===== src/rtl/isr_priority_ctrl.sv =====
// isr_priority_ctrl
// In-service / priority resolution block of an 8-level interrupt controller.
// It resolves the highest pending request against the highest in-service
// level under a rotating priority scheme. It runs the two-pulse INTA
// acknowledge sequence and decodes OCW2 EOI/rotation commands.
//
// Ports
//   clk           single clock, all state changes on its rising edge
//   reset         synchronous active-high reset
//   irr_masked    pending requests already masked by IMR
//   ocw2_wr       one-cycle strobe qualifying ocw2_data
//   ocw2_data     [7:5] = R,SL,EOI ; [2:0] = L
//   aeoi_mode     automatic EOI enabled
//   inta_pulse    one-cycle strobe per CPU INTA pulse
//   rotate        current lowest-priority level (7 = no rotation)
//   isr           in-service register
//   int_req       registered interrupt request to the CPU
//   irr_clear     one-hot, one-cycle pulse clearing the acknowledged IRR bit
//   vector_level  acknowledged level, qualified by vector_valid
//   vector_valid  one-cycle strobe on the second INTA pulse
module isr_priority_ctrl #(
  parameter logic [2:0] SPURIOUS_LEVEL = 3'd7
) (
  input  logic       clk,
  input  logic       reset,
  input  logic [7:0] irr_masked,
  input  logic       ocw2_wr,
  input  logic [7:0] ocw2_data,
  input  logic       aeoi_mode,
  input  logic       inta_pulse,
  output logic [2:0] rotate,
  output logic [7:0] isr,
  output logic       int_req,
  output logic [7:0] irr_clear,
  output logic [2:0] vector_level,
  output logic       vector_valid
);

  typedef enum logic [0:0] {IDLE = 1'b0, ACK1 = 1'b1} state_t;

  state_t     state_r, state_next_s;
  logic       auto_rot_r, auto_next_s;
  logic [2:0] level_r, level_next_s;
  logic       level_valid_r, level_valid_next_s;
  logic [2:0] rot_next_s;
  logic [7:0] isr_set_s, isr_clr_s, isr_next_s;
  logic [7:0] irr_clear_next_s;
  logic [2:0] vec_level_next_s;
  logic       vec_valid_next_s;
  logic       int_req_next_s;
  logic [3:0] pend_s, hisr_s;
  logic [2:0] pend_rank_s, hisr_rank_s;
  logic       preempt_s;

  // Returns {found, level} of the lowest-rank set bit; rank 0 sits just above rot.
  // Scanning from rank 7 down lets the lowest rank overwrite the result last.
  function automatic logic [3:0] find_highest(input logic [7:0] vec, input logic [2:0] rot);
    logic [3:0] res;
    logic [2:0] lvl;
    res = 4'd0;
    for (int k = 7; k >= 0; k--) begin
      lvl = rot + 3'd1 + 3'(k);
      if (vec[lvl]) begin
        res = {1'b1, lvl};
      end
    end
    return res;
  endfunction

  // Priority resolution on registered state plus the pending requests.
  always_comb begin
    pend_s      = find_highest(irr_masked, rotate);
    hisr_s      = find_highest(isr, rotate);
    pend_rank_s = pend_s[2:0] - rotate - 3'd1;
    hisr_rank_s = hisr_s[2:0] - rotate - 3'd1;
    preempt_s   = pend_s[3] && (!hisr_s[3] || (pend_rank_s < hisr_rank_s));
  end

  // Acknowledge FSM, OCW2 decode and next values of all registered outputs.
  always_comb begin
    state_next_s       = state_r;
    auto_next_s        = auto_rot_r;
    level_next_s       = level_r;
    level_valid_next_s = level_valid_r;
    rot_next_s         = rotate;
    isr_set_s          = 8'h00;
    isr_clr_s          = 8'h00;
    irr_clear_next_s   = 8'h00;
    vec_level_next_s   = vector_level;
    vec_valid_next_s   = 1'b0;
    int_req_next_s     = 1'b0;

    case (state_r)
      IDLE: begin
        if (inta_pulse) begin
          state_next_s       = ACK1;
          level_valid_next_s = pend_s[3];
          if (pend_s[3]) begin
            level_next_s                  = pend_s[2:0];
            isr_set_s[pend_s[2:0]]        = 1'b1;
            irr_clear_next_s[pend_s[2:0]] = 1'b1;
          end else begin
            level_next_s = SPURIOUS_LEVEL;
          end
        end else begin
          int_req_next_s = preempt_s;
        end
      end
      ACK1: begin
        if (inta_pulse) begin
          state_next_s     = IDLE;
          vec_valid_next_s = 1'b1;
          vec_level_next_s = level_r;
          // A spurious acknowledge never touches isr or rotate.
          if (aeoi_mode && level_valid_r) begin
            isr_clr_s[level_r] = 1'b1;
            if (auto_rot_r) begin
              rot_next_s = level_r;
            end else begin
              rot_next_s = rotate;
            end
          end else begin
            isr_clr_s = 8'h00;
          end
        end else begin
          state_next_s = ACK1;
        end
      end
      default: begin
        state_next_s = IDLE;
      end
    endcase

    // OCW2 is decoded after the AEOI path so its rotate update wins.
    if (ocw2_wr) begin
      case (ocw2_data[7:5])
        3'b001: begin
          if (hisr_s[3]) begin
            isr_clr_s[hisr_s[2:0]] = 1'b1;
          end else begin
            isr_clr_s = isr_clr_s;
          end
        end
        3'b011: isr_clr_s[ocw2_data[2:0]] = 1'b1;
        3'b101: begin
          if (hisr_s[3]) begin
            isr_clr_s[hisr_s[2:0]] = 1'b1;
            rot_next_s             = hisr_s[2:0];
          end else begin
            isr_clr_s = isr_clr_s;
          end
        end
        3'b111: begin
          isr_clr_s[ocw2_data[2:0]] = 1'b1;
          rot_next_s                = ocw2_data[2:0];
        end
        3'b110:  rot_next_s  = ocw2_data[2:0];
        3'b100:  auto_next_s = 1'b1;
        3'b000:  auto_next_s = 1'b0;
        default: auto_next_s = auto_rot_r;
      endcase
    end else begin
      auto_next_s = auto_rot_r;
    end

    // Set wins over clear on the same bit; both derive from the pre-edge isr.
    isr_next_s = (isr & ~isr_clr_s) | isr_set_s;
  end

  // State and output registers with synchronous reset.
  always_ff @(posedge clk) begin
    if (reset) begin
      state_r       <= IDLE;
      isr           <= 8'h00;
      rotate        <= 3'd7;
      auto_rot_r    <= 1'b0;
      level_r       <= 3'd0;
      level_valid_r <= 1'b0;
      int_req       <= 1'b0;
      irr_clear     <= 8'h00;
      vector_valid  <= 1'b0;
      vector_level  <= 3'd0;
    end else begin
      state_r       <= state_next_s;
      isr           <= isr_next_s;
      rotate        <= rot_next_s;
      auto_rot_r    <= auto_next_s;
      level_r       <= level_next_s;
      level_valid_r <= level_valid_next_s;
      int_req       <= int_req_next_s;
      irr_clear     <= irr_clear_next_s;
      vector_valid  <= vec_valid_next_s;
      vector_level  <= vec_level_next_s;
    end
  end

endmodule


===== config.mk =====
export PLATFORM = sky130hd
export DESIGN_NAME = isr_priority_ctrl
export DESIGN_NICKNAME = d
export VERILOG_FILES = /design/src/rtl/isr_priority_ctrl.sv
export SDC_FILE = /design/constraint.sdc
export NUM_CORES = 1
export LEC_CHECK = 0
export BUFFER_PORTS_ARGS = -buffer_cell sky130_fd_sc_hd__buf_2
export CORE_MARGIN = 3
export CORE_UTILIZATION = 23
export DETAILED_ROUTE_END_ITERATION = 12
export PLACE_DENSITY = 0.41
export SLEW_MARGIN = 20
export SYNTH_ARGS = -nofsm -noshare
export SYNTH_HDL_FRONTEND = slang
export SYNTH_SLANG_ARGS = --single-unit
export TNS_END_PERCENT = 20

===== constraint.sdc =====
create_clock -name clk -period 6.74 [get_ports clk]
set_clock_uncertainty 0.15 [all_clocks]
set_input_delay 0.674 -clock clk [delete_from_list [all_inputs] [get_ports clk]]
set_output_delay 0.674 -clock clk [all_outputs]
set_load 0.01 [all_outputs]

==> results.json, run 1 <==
{
  "initial_core_util": 0.239,
  "final_layout_size_suffix_gt1_frac": 0.241,
  "syn_nets": 427,
  "vias_per_cell": 5.36,
  "ios": 45,
  "grtUsageTotal": 0.130,
  "drc": 0,
  "r2r_start": "rotate[0]",
  "post_cts_buffers": 0,
  "hpwlAfterDp_um": 8100,
  "timing.fmax_mhz": 192,
  "finalHoldWorstSlack_ps": 313,
  "total_power_mw": 1.06,
  "core_area_sq_mm": 0.0141,
  "hold_path.class": "reg2reg",
  "wirelength_um": 10600,
  "ys.flop_type": "dfxtp_1",
  "critPathKind": "reg2reg",
  "hold_viol": 0,
  "slew_violations": 0,
  "grt_overflow": 0,
  "synth_area_leaders": "dfxtp_1 (18%), mux4_2 (11%), mux2i_1 (6.8%)",
  "num_rows": 43,
  "grt_max_degree": 44,
  "critPathLaunch": "rotate[0]",
  "total_leakage_power_nw": 1.58,
  "tightestPinTransition_ps": 620,
  "yosysTopAreaCellShare": 0.177,
  "first_global_vias": 3067,
  "maxCapViolCount": 0,
  "combinationalPowerShare": 0.552,
  "p_sw_frac": 0.423,
  "syn_area_sq_mm": 0.00338,
  "clkLatencyLatePin_ps": 270,
  "port_buffers": 42,
  "postLayoutCoreUtil": 0.275,
  "cts_root_buf": "clkbuf_16",
  "final_cell_mix": "buf_2 (42), nor2_1 (39), dfxtp_1 (29), nand2_1 (28), mux2i_1 (23)",
  "synth_edf_count": 0,
  "clock-sinks": 30,
  "cp.arrival_ps": 5170,
  "powerDensity_mw_per_mm2": 272,
  "antenna_left": 0,
  "finalSetupViolations": 0,
  "internal-power_uw": 609,
  "slew_headroom": 0.586,
  "final_design_area_no_fill_sq_mm": 0.00388,
  "cts_resized": 0,
  "grt_antenna_before_repair": 0,
  "tns_ps": 0,
  "fp.dieW_um": 127,
  "crit_path_max_fanout": 36,
  "postCtsHoldBufs": 0,
  "drt_first_pass_iters": 4,
  "fin_crit_ps": 5210,
  "holdCritStartpoint": "auto_rot_r",
  "fillCellCount": 1522,
  "htreeDepth": 2,
  "die_area_sq_mm": 0.0162,
  "area_growth_pct": 14.8,
  "diodes": 0,
  "cts.clk_slew.worst_paths_ps": 50,
  "dpl-instance-area_sq_mm": 0.00372,
  "peakVddDrop_v": 0.000136,
  "ys_seq_elements": 30,
  "mostFrequentLayoutCell": "buf_2",
  "p_sw_uw": 447,
  "finalCritPeriodShare": 0.772,
  "endpoint_kind": "flop",
  "route.detailed.wl_per_inst_um": 17.4,
  "worstPathRequired_ps": 6700,
  "yosysTopAreaCell": "dfxtp_1",
  "vias": 3257,
  "status": "completed",
  "start_kind": "flop",
  "gp_congestion": 0.838,
  "pwr-share-clk": 0.235,
  "yosysWarningCount": 0,
  "cts_buffers": 5,
  "avgSynthCellArea_sq_um": 8.55,
  "cts_buffer_depth": 2,
  "die_h_um": 127,
  "grt_first_pass_wirelength_um": 17000,
  "drtIter0Drc": 180,
  "rsz0062_at_grt": "false",
  "ys_async_sr_fraction": 0,
  "cts_tree": "done",
  "synth.distinct_cells": 75,
  "synthCells": 396,
  "nets": 458,
  "ys_seq_area_frac": 0.177,
  "seqPwrFrac": 0.214
}
==> cell type report <==
class                   count  area, sq um  share of cell area
well taps                 180          225              0.0580
multi-input cells         329         2590               0.667
clock buffers               7          133              0.0341
clock inverters             1         30.0             0.00773
flip-flops and latches     30          602               0.155
repair buffers             47          248              0.0638
inverters                  14         55.1              0.0142
==> worst max-delay path, cell delays in order, from the launching register on <==
cell and delay, ps:
dfxtp_2 360, inv_1 170, ha_1 610, buf_4 440, mux4_2 450, mux2i_2 350
o211ai_1 140, a31oi_1 170, nand2_1 90, nand3_2 150, inv_2 100, ha_1 200
fa_1 380, xnor2_1 150, xnor2_1 160, ha_1 280, a21o_1 160, a2111oi_0 520
==> synth_stat cells (8+ instances only) <==
| cell | instances |
|---|---|
| nor3_1 | 22 |
| mux2_2 | 14 |
| o21ai_0 | 16 |
| a21oi_1 | 22 |
| ha_1 | 8 |
| mux4_2 | 17 |
| dfxtp_1 | 30 |
| nand3_1 | 14 |
| mux2i_1 | 23 |
| inv_1 | 12 |
| nor2_1 | 39 |
| nand2_1 | 28 |
==> metrics by stage <==
step	cells	setup WS, ps
floorplan	396	1770
global placement	600	1520
detailed placement	600	1520
CTS	608	1470
global route	608	967
finish	608	1530
==> kinds of logic (layout without fill, tap and decap cells) <==
group,count (synthesis),in the layout,share of synthesized area
mux,58,58,0.247
fa+ha+maj,10,10,0.0414
buf+inv,37,69,0.0566
simple gates,154,154,0.239
compound gates,98,98,0.204
xor+xnor,9,9,0.0340
flops,30,30,0.177
==> per-layer routing <==
layer / wire (um) / GRT usage
met3: 464 / 0.0134
met1: 5270 / 0.194
met4: 71 / 0.0208
met5: 0 / 0
met2: 4780 / 0.205
==> flip-flops by register name, indices dropped and copies added, names as in the netlist <==
| register | cells |
|---|---|
| auto_rot_r | 1 |
| int_req | 1 |
| irr_clear | 8 |
| isr | 8 |
| level_r | 3 |
| level_valid_r | 1 |
| rotate | 3 |
| state_r | 1 |
| vector_level | 3 |
| vector_valid | 1 |
==> power groups by stage <==
stage          combinational (mW)  clock (mW)  sequential, mW
6_report                    0.583       0.248           0.226
2_1_floorplan               0.445           0           0.220
4_1_cts                     0.584       0.253           0.226
3_5_place_dp                0.581           0           0.229
3_3_place_gp                0.579           0           0.228
5_1_grt                     0.650       0.260           0.229
==> final timing paths <==
check,endpoint,slack [ps],depth (start not counted)
setup / recovery,int_req,1530,17
hold reg to reg,auto_rot_r,310,2
setup reg to reg,int_req,1530,17
hold / removal,auto_rot_r,310,2
Power figures use the tool's default switching activity.
==> run 2, diff against run 1 <==
Settings changed: ABC_AREA set to 1, PLACE_DENSITY 0.41 to 0.42.
Clock period 6.74 ns to 4.68 ns, I/O delays scaled along.
==> run 2 against run 1 <==
Non-clock buffer count shrank 1. Count of clock-buffer cells in the layout fell by 1. Routed wire length down 6.4%. Largest power group unchanged. Die area down 8.1%. Via count up 3.5%. Sequential share of layout area grew 1.2 points. Sequential cell count did not move. Critical path depth increased by 5. Worst setup slack got worse by 1100 ps. Highest routed layer unchanged. Synthesized cell count up 41%.
==> results.json, run 2 <==
{
  "total_power_mw": 1.45,
  "vias": 3372,
  "final_cell_mix": "nand2_1 (235), inv_1 (81), buf_2 (42), nand3_1 (38), dfxtp_1 (30)",
  "drc": 0,
  "synth.mux.area_fraction": 0,
  "finalSetupViolations": 0,
  "yosys.area_share.simple": 0.467,
  "route.detailed.wl_per_inst_um": 12.8,
  "fp.dieW_um": 122,
  "die_h_um": 122,
  "grt_first_pass_wirelength_um": 16200,
  "grt_max_degree": 27,
  "cts_buffers": 5,
  "total_leakage_power_nw": 2.02,
  "syn_area_sq_mm": 0.00310,
  "antenna_left": 0,
  "final_layout_size_suffix_gt1_frac": 0.151,
  "drtIter0Drc": 213,
  "wirelength_um": 9910,
  "worstPathRequired_ps": 4730,
  "status": "completed",
  "synth_edf_count": 0,
  "cp.arrival_ps": 4260,
  "slew_headroom": 0.563,
  "rsz0062_at_grt": "false",
  "finalCritPeriodShare": 0.899,
  "vias_per_cell": 4.36,
  "endpoint_kind": "flop",
  "yosysTopAreaCell": "nand2_1",
  "cts.clk_slew.worst_paths_ps": 50,
  "ys.flop_type": "dfxtp_1",
  "mostFrequentLayoutCell": "nand2_1",
  "synth_area_leaders": "nand2_1 (28%), dfxtp_1 (19%), inv_1 (9.8%)",
  "synth-compound-area-share": 0.134,
  "fillCellCount": 1496,
  "critPathKind": "reg2reg",
  "crit_path_max_fanout": 16,
  "area_growth_pct": 15.9,
  "synth.distinct_cells": 39,
  "grt_overflow": 0,
  "yosysMostFrequentCell": "nand2_1",
  "post_cts_buffers": 0,
  "synthCells": 559,
  "hpwlAfterDp_um": 8200,
  "first_global_vias": 3185,
  "tns_ps": 0,
  "avgSynthCellArea_sq_um": 5.54,
  "synth_common_cells": "nand2_1 (235), inv_1 (81), nand3_1 (38)",
  "num_rows": 41,
  "hold_path.class": "reg2reg",
  "start_kind": "flop",
  "initial_core_util": 0.241,
  "peakVddDrop_v": 0.000160,
  "ios": 45,
  "core_area_sq_mm": 0.0129,
  "yosysWarningCount": 0,
  "ys_async_sr_fraction": 0,
  "powerDensity_mw_per_mm2": 403,
  "diodes": 0,
  "drt_first_pass_iters": 4,
  "gp_congestion": 0.877,
  "fin_crit_ps": 4210,
  "maxCapViolCount": 0,
  "cts_root_buf": "clkbuf_16",
  "synthXorXnorAreaFrac": 0.0113,
  "grtUsageTotal": 0.137,
  "htreeDepth": 2,
  "grt_antenna_before_repair": 0,
  "cts_buffer_depth": 2,
  "timing.fmax_mhz": 238,
  "postCtsHoldBufs": 0,
  "hold_viol": 0,
  "cts_tree": "done",
  "synth_top_family_by_area": "simple AND/OR/NAND/NOR gates",
  "die_area_sq_mm": 0.0149,
  "ys_seq_area_frac": 0.194,
  "nets": 631,
  "yosysTopAreaCellShare": 0.285,
  "clkLatencyLatePin_ps": 270,
  "slew_violations": 0,
  "yosys.area_share.adder": 0.0453,
  "clock-sinks": 30,
  "tightestPinTransition_ps": 655,
  "syn_nets": 590,
  "ys_seq_elements": 30,
  "cts_resized": 0,
  "port_buffers": 42,
  "top_regs": "irr_clear: 8 flops, isr: 8 flops"
}
[run 2: kinds of logic after synthesis]
group	count (synthesis)
simple gates	342
buf+inv	100
compound gates	73
flops	30
fa+ha+maj	10
xor+xnor	4
[run 2: worst paths after layout]
| kind | from | endpoint | slack [ps] | cells past startpoint |
|---|---|---|---|---|
| setup / recovery | rotate[0] | int_req | 470 | 22 |
| hold / removal | auto_rot_r | auto_rot_r | 320 | 2 |
| setup reg to reg | rotate[0] | int_req | 470 | 22 |
| hold reg to reg | auto_rot_r | auto_rot_r | 320 | 2 |
[run 2: worst max-delay path: stages (launching register included)]
cell	delay [ps]
dfxtp_1	400
inv_6	30
ha_1	350
inv_4	190
nand2_1	90
nand2_2	260
o21ai_1	130
inv_1	100
nand2_1	70
nand2_1	100
clkinv_1	120
o21ai_1	90
a21oi_1	70
o21ai_1	150
nand2_2	170
ha_1	240
fa_1	400
xnor2_1	140
xor2_1	190
ha_1	330
a21oi_1	160
nand2_1	60
a21oi_1	140
[run 2: per-layer routing]
layer | track usage | vias to the layer above | wire (um)
met5 | 0 | - | 0
met1 | 0.189 | 1481 | 4880
li1 | - | 1825 | -
met3 | 0.0158 | 10 | 274
met4 | 0.0259 | 0 | 95
met2 | 0.233 | 56 | 4650
[run 2: through the flow]
step	area, sq um	setup slack, ps	hold WS (ps)	std cells	utilization
finish	3590	474	316	773	0.279
global route	3590	98.2	348	773	0.279
CTS	3590	443	326	773	0.279
detailed placement	3440	470	318	765	0.267
global placement	3440	487	307	765	0.267
floorplan	3100	679	281	559	-
[run 2: cell type report]
class | instances | area, sq um | share of cell area
Inverter | 88 | 343 | 0.0955
Clock inverter | 2 | 12.5 | 0.00349
Timing Repair Buffer | 46 | 240 | 0.0669
Tap cell | 172 | 215 | 0.0600
Sequential cell | 30 | 601 | 0.167
Multi-Input combinational cell | 429 | 2040 | 0.568
Clock buffer | 6 | 139 | 0.0387
[run 2: power breakdown]
| part | switching, mW | internal (mW) |
|---|---|---|
| clock network | 0.115 | 0.210 |
| registers | 0.0291 | 0.285 |
| logic | 0.543 | 0.263 |
==> run 3, diff against run 2 <==
Settings changed: ABC_AREA 1 to not set, SLEW_MARGIN 20 to not set.
==> run 3 against run 2 <==
Sequential power rose by 3%. Via count down 0.53%. Sequential share of layout area decreased by 2.1 points. Fmax shrank 4.0%. Register-to-register slack lost 170 ps. Routed wire length increased by 9.4%. Combinational power grew 15%. First-iteration DRC count increased by 23%. Total power grew 9.0%. Highest routed layer unchanged. Count of clock-buffer cells in the layout did not move.
==> results.json, run 3 (synthesized netlist as in run 1, its figures left out) <==
{
  "cts_buffer_depth": 2,
  "hold_path.class": "in2reg",
  "cts.clk_slew.worst_paths_ps": 50,
  "finalCritPeriodShare": 0.936,
  "tns_ps": 0,
  "drtIter0Drc": 262,
  "route.detailed.wl_per_inst_um": 17.3,
  "mostFrequentLayoutCell": "buf_2",
  "port_buffers": 42,
  "crit_path_max_fanout": 9,
  "diodes": 0,
  "holdPathEnd": "int_req",
  "fin_crit_ps": 4380,
  "hold_path_depth": 2,
  "pwr-share-clk": 0.207,
  "htreeDepth": 2,
  "maxCapViolCount": 0,
  "cts_tree": "done",
  "cp.arrival_ps": 4400,
  "worstPathRequired_ps": 4700,
  "drc": 0,
  "timing.fmax_mhz": 228,
  "rsz0062_at_grt": "false",
  "postLayoutCoreUtil": 0.291,
  "grt_overflow": 0,
  "grt_first_pass_wirelength_um": 17300,
  "total_leakage_power_nw": 1.67,
  "wirelength_um": 10800,
  "r2r_setup_slack_ps": 300,
  "fp.dieW_um": 127,
  "vias_per_cell": 5.36,
  "internal-power_uw": 896,
  "cts_buffers": 5,
  "tightestPinTransition_ps": 536,
  "critPathKind": "reg2reg",
  "final_cell_mix": "buf_2 (42), nor2_1 (39), dfxtp_1 (29), nand2_1 (28), nor3_1 (22)",
  "cts_root_buf": "clkbuf_16",
  "holdCritStartpoint": "inta_pulse",
  "final_layout_size_suffix_gt1_frac": 0.300,
  "clock-sinks": 30,
  "num_rows": 43,
  "first_global_vias": 3161,
  "initial_core_util": 0.239,
  "p_sw_frac": 0.432,
  "hpwlAfterDp_um": 8560,
  "grt_antenna_before_repair": 0,
  "p_sw_uw": 680,
  "top_regs": "irr_clear: 8 flops, isr: 8 flops",
  "area_growth_pct": 21.7,
  "clkLatencyLatePin_ps": 270,
  "dp_slack_ps": 156,
  "finalSetupViolations": 0,
  "fin_ws_ps": 301,
  "combinationalPowerShare": 0.587,
  "rr_worst_depth": 16,
  "status": "completed",
  "antenna_left": 0,
  "grt_max_degree": 27,
  "die_area_sq_mm": 0.0162,
  "endpoint_kind": "flop",
  "postCtsHoldBufs": 0,
  "grtUsageTotal": 0.131,
  "r2r_start": "rotate[0]",
  "core_area_sq_mm": 0.0141,
  "peakVddDrop_v": 0.000119,
  "fillCellCount": 1532,
  "slew_violations": 0,
  "ios": 45,
  "reg2reg_to": "int_req",
  "slew_headroom": 0.642,
  "start_kind": "flop",
  "seqPwrFrac": 0.207,
  "drt_first_pass_iters": 4,
  "nets": 476,
  "powerDensity_mw_per_mm2": 383,
  "die_h_um": 127,
  "hold_viol": 0,
  "gp_congestion": 0.858,
  "vias": 3354
}
## run 3: layout make-up
type | count | area (sq um) | share of cell area
multi-input cells | 329 | 2670 | 0.649
well taps | 180 | 225 | 0.0547
inverters | 14 | 58.8 | 0.0143
clock buffers | 6 | 139 | 0.0337
repair buffers | 65 | 407 | 0.0988
clock inverters | 2 | 12.5 | 0.00304
flip-flops and latches | 30 | 602 | 0.146
## run 3: routing by layer
| metal | GRT usage | routed length, um | share of wire | vias to the layer above |
|---|---|---|---|---|
| met2 | 0.205 | 4940 | 0.46 | 85 |
| li1 | - | - | - | 1624 |
| met3 | 0.0142 | 514 | 0.047 | 6 |
| met5 | 0 | 0 | 0 | - |
| met1 | 0.197 | 5320 | 0.49 | 1639 |
| met4 | 0.0233 | 67 | 0.0062 | 0 |
## run 3: what timing repair did
item                       in CTS  in global routing
gates resized for setup         0                 10
setup endpoints to repair       0                  1
buffers inserted                0                  7
## run 3: per-stage QoR
step	instances	hold slack [ps]	power, mW	area [sq um]
after floorplan	396	287	0.980	3460
after global placement	611	298	1.20	3850
after detailed placement	611	311	1.21	3850
after CTS	619	307	1.54	4010
after global routing	626	320	1.70	4120
final	626	296	1.58	4120
## run 3: worst max-delay path: stages (launching register included)
cell and delay [ps]:
dfxtp_2 370, clkinvlp_4 120, ha_4 370, mux4_2 610, mux2i_2 250, nand2_1 120
o221ai_2 190, a21oi_2 100, o21ai_4 300, inv_4 130, ha_4 190, fa_2 340
xor2_1 160, xnor2_1 130, ha_1 290, a21o_1 160, a2111oi_1 300
## run 3: power groups by stage
stage	clock (mW)	sequential, mW	combinational [mW]
5_1_grt	0.342	0.331	1.02
3_5_place_dp	0	0.331	0.881
4_1_cts	0.332	0.325	0.884
6_report	0.326	0.326	0.925
3_3_place_gp	0	0.329	0.875
2_1_floorplan	0	0.317	0.663
## run 3: worst max-delay path by stage
stage	start	endpoint	slack, ps	cells past startpoint
floorplan	rotate[0]	int_req	-6	20
global placement	rotate[0]	int_req	210	15
detailed placement	rotate[0]	int_req	160	16
CTS	rotate[0]	int_req	150	16
global route	rotate[0]	int_req	30	17
finish	rotate[0]	int_req	300	16
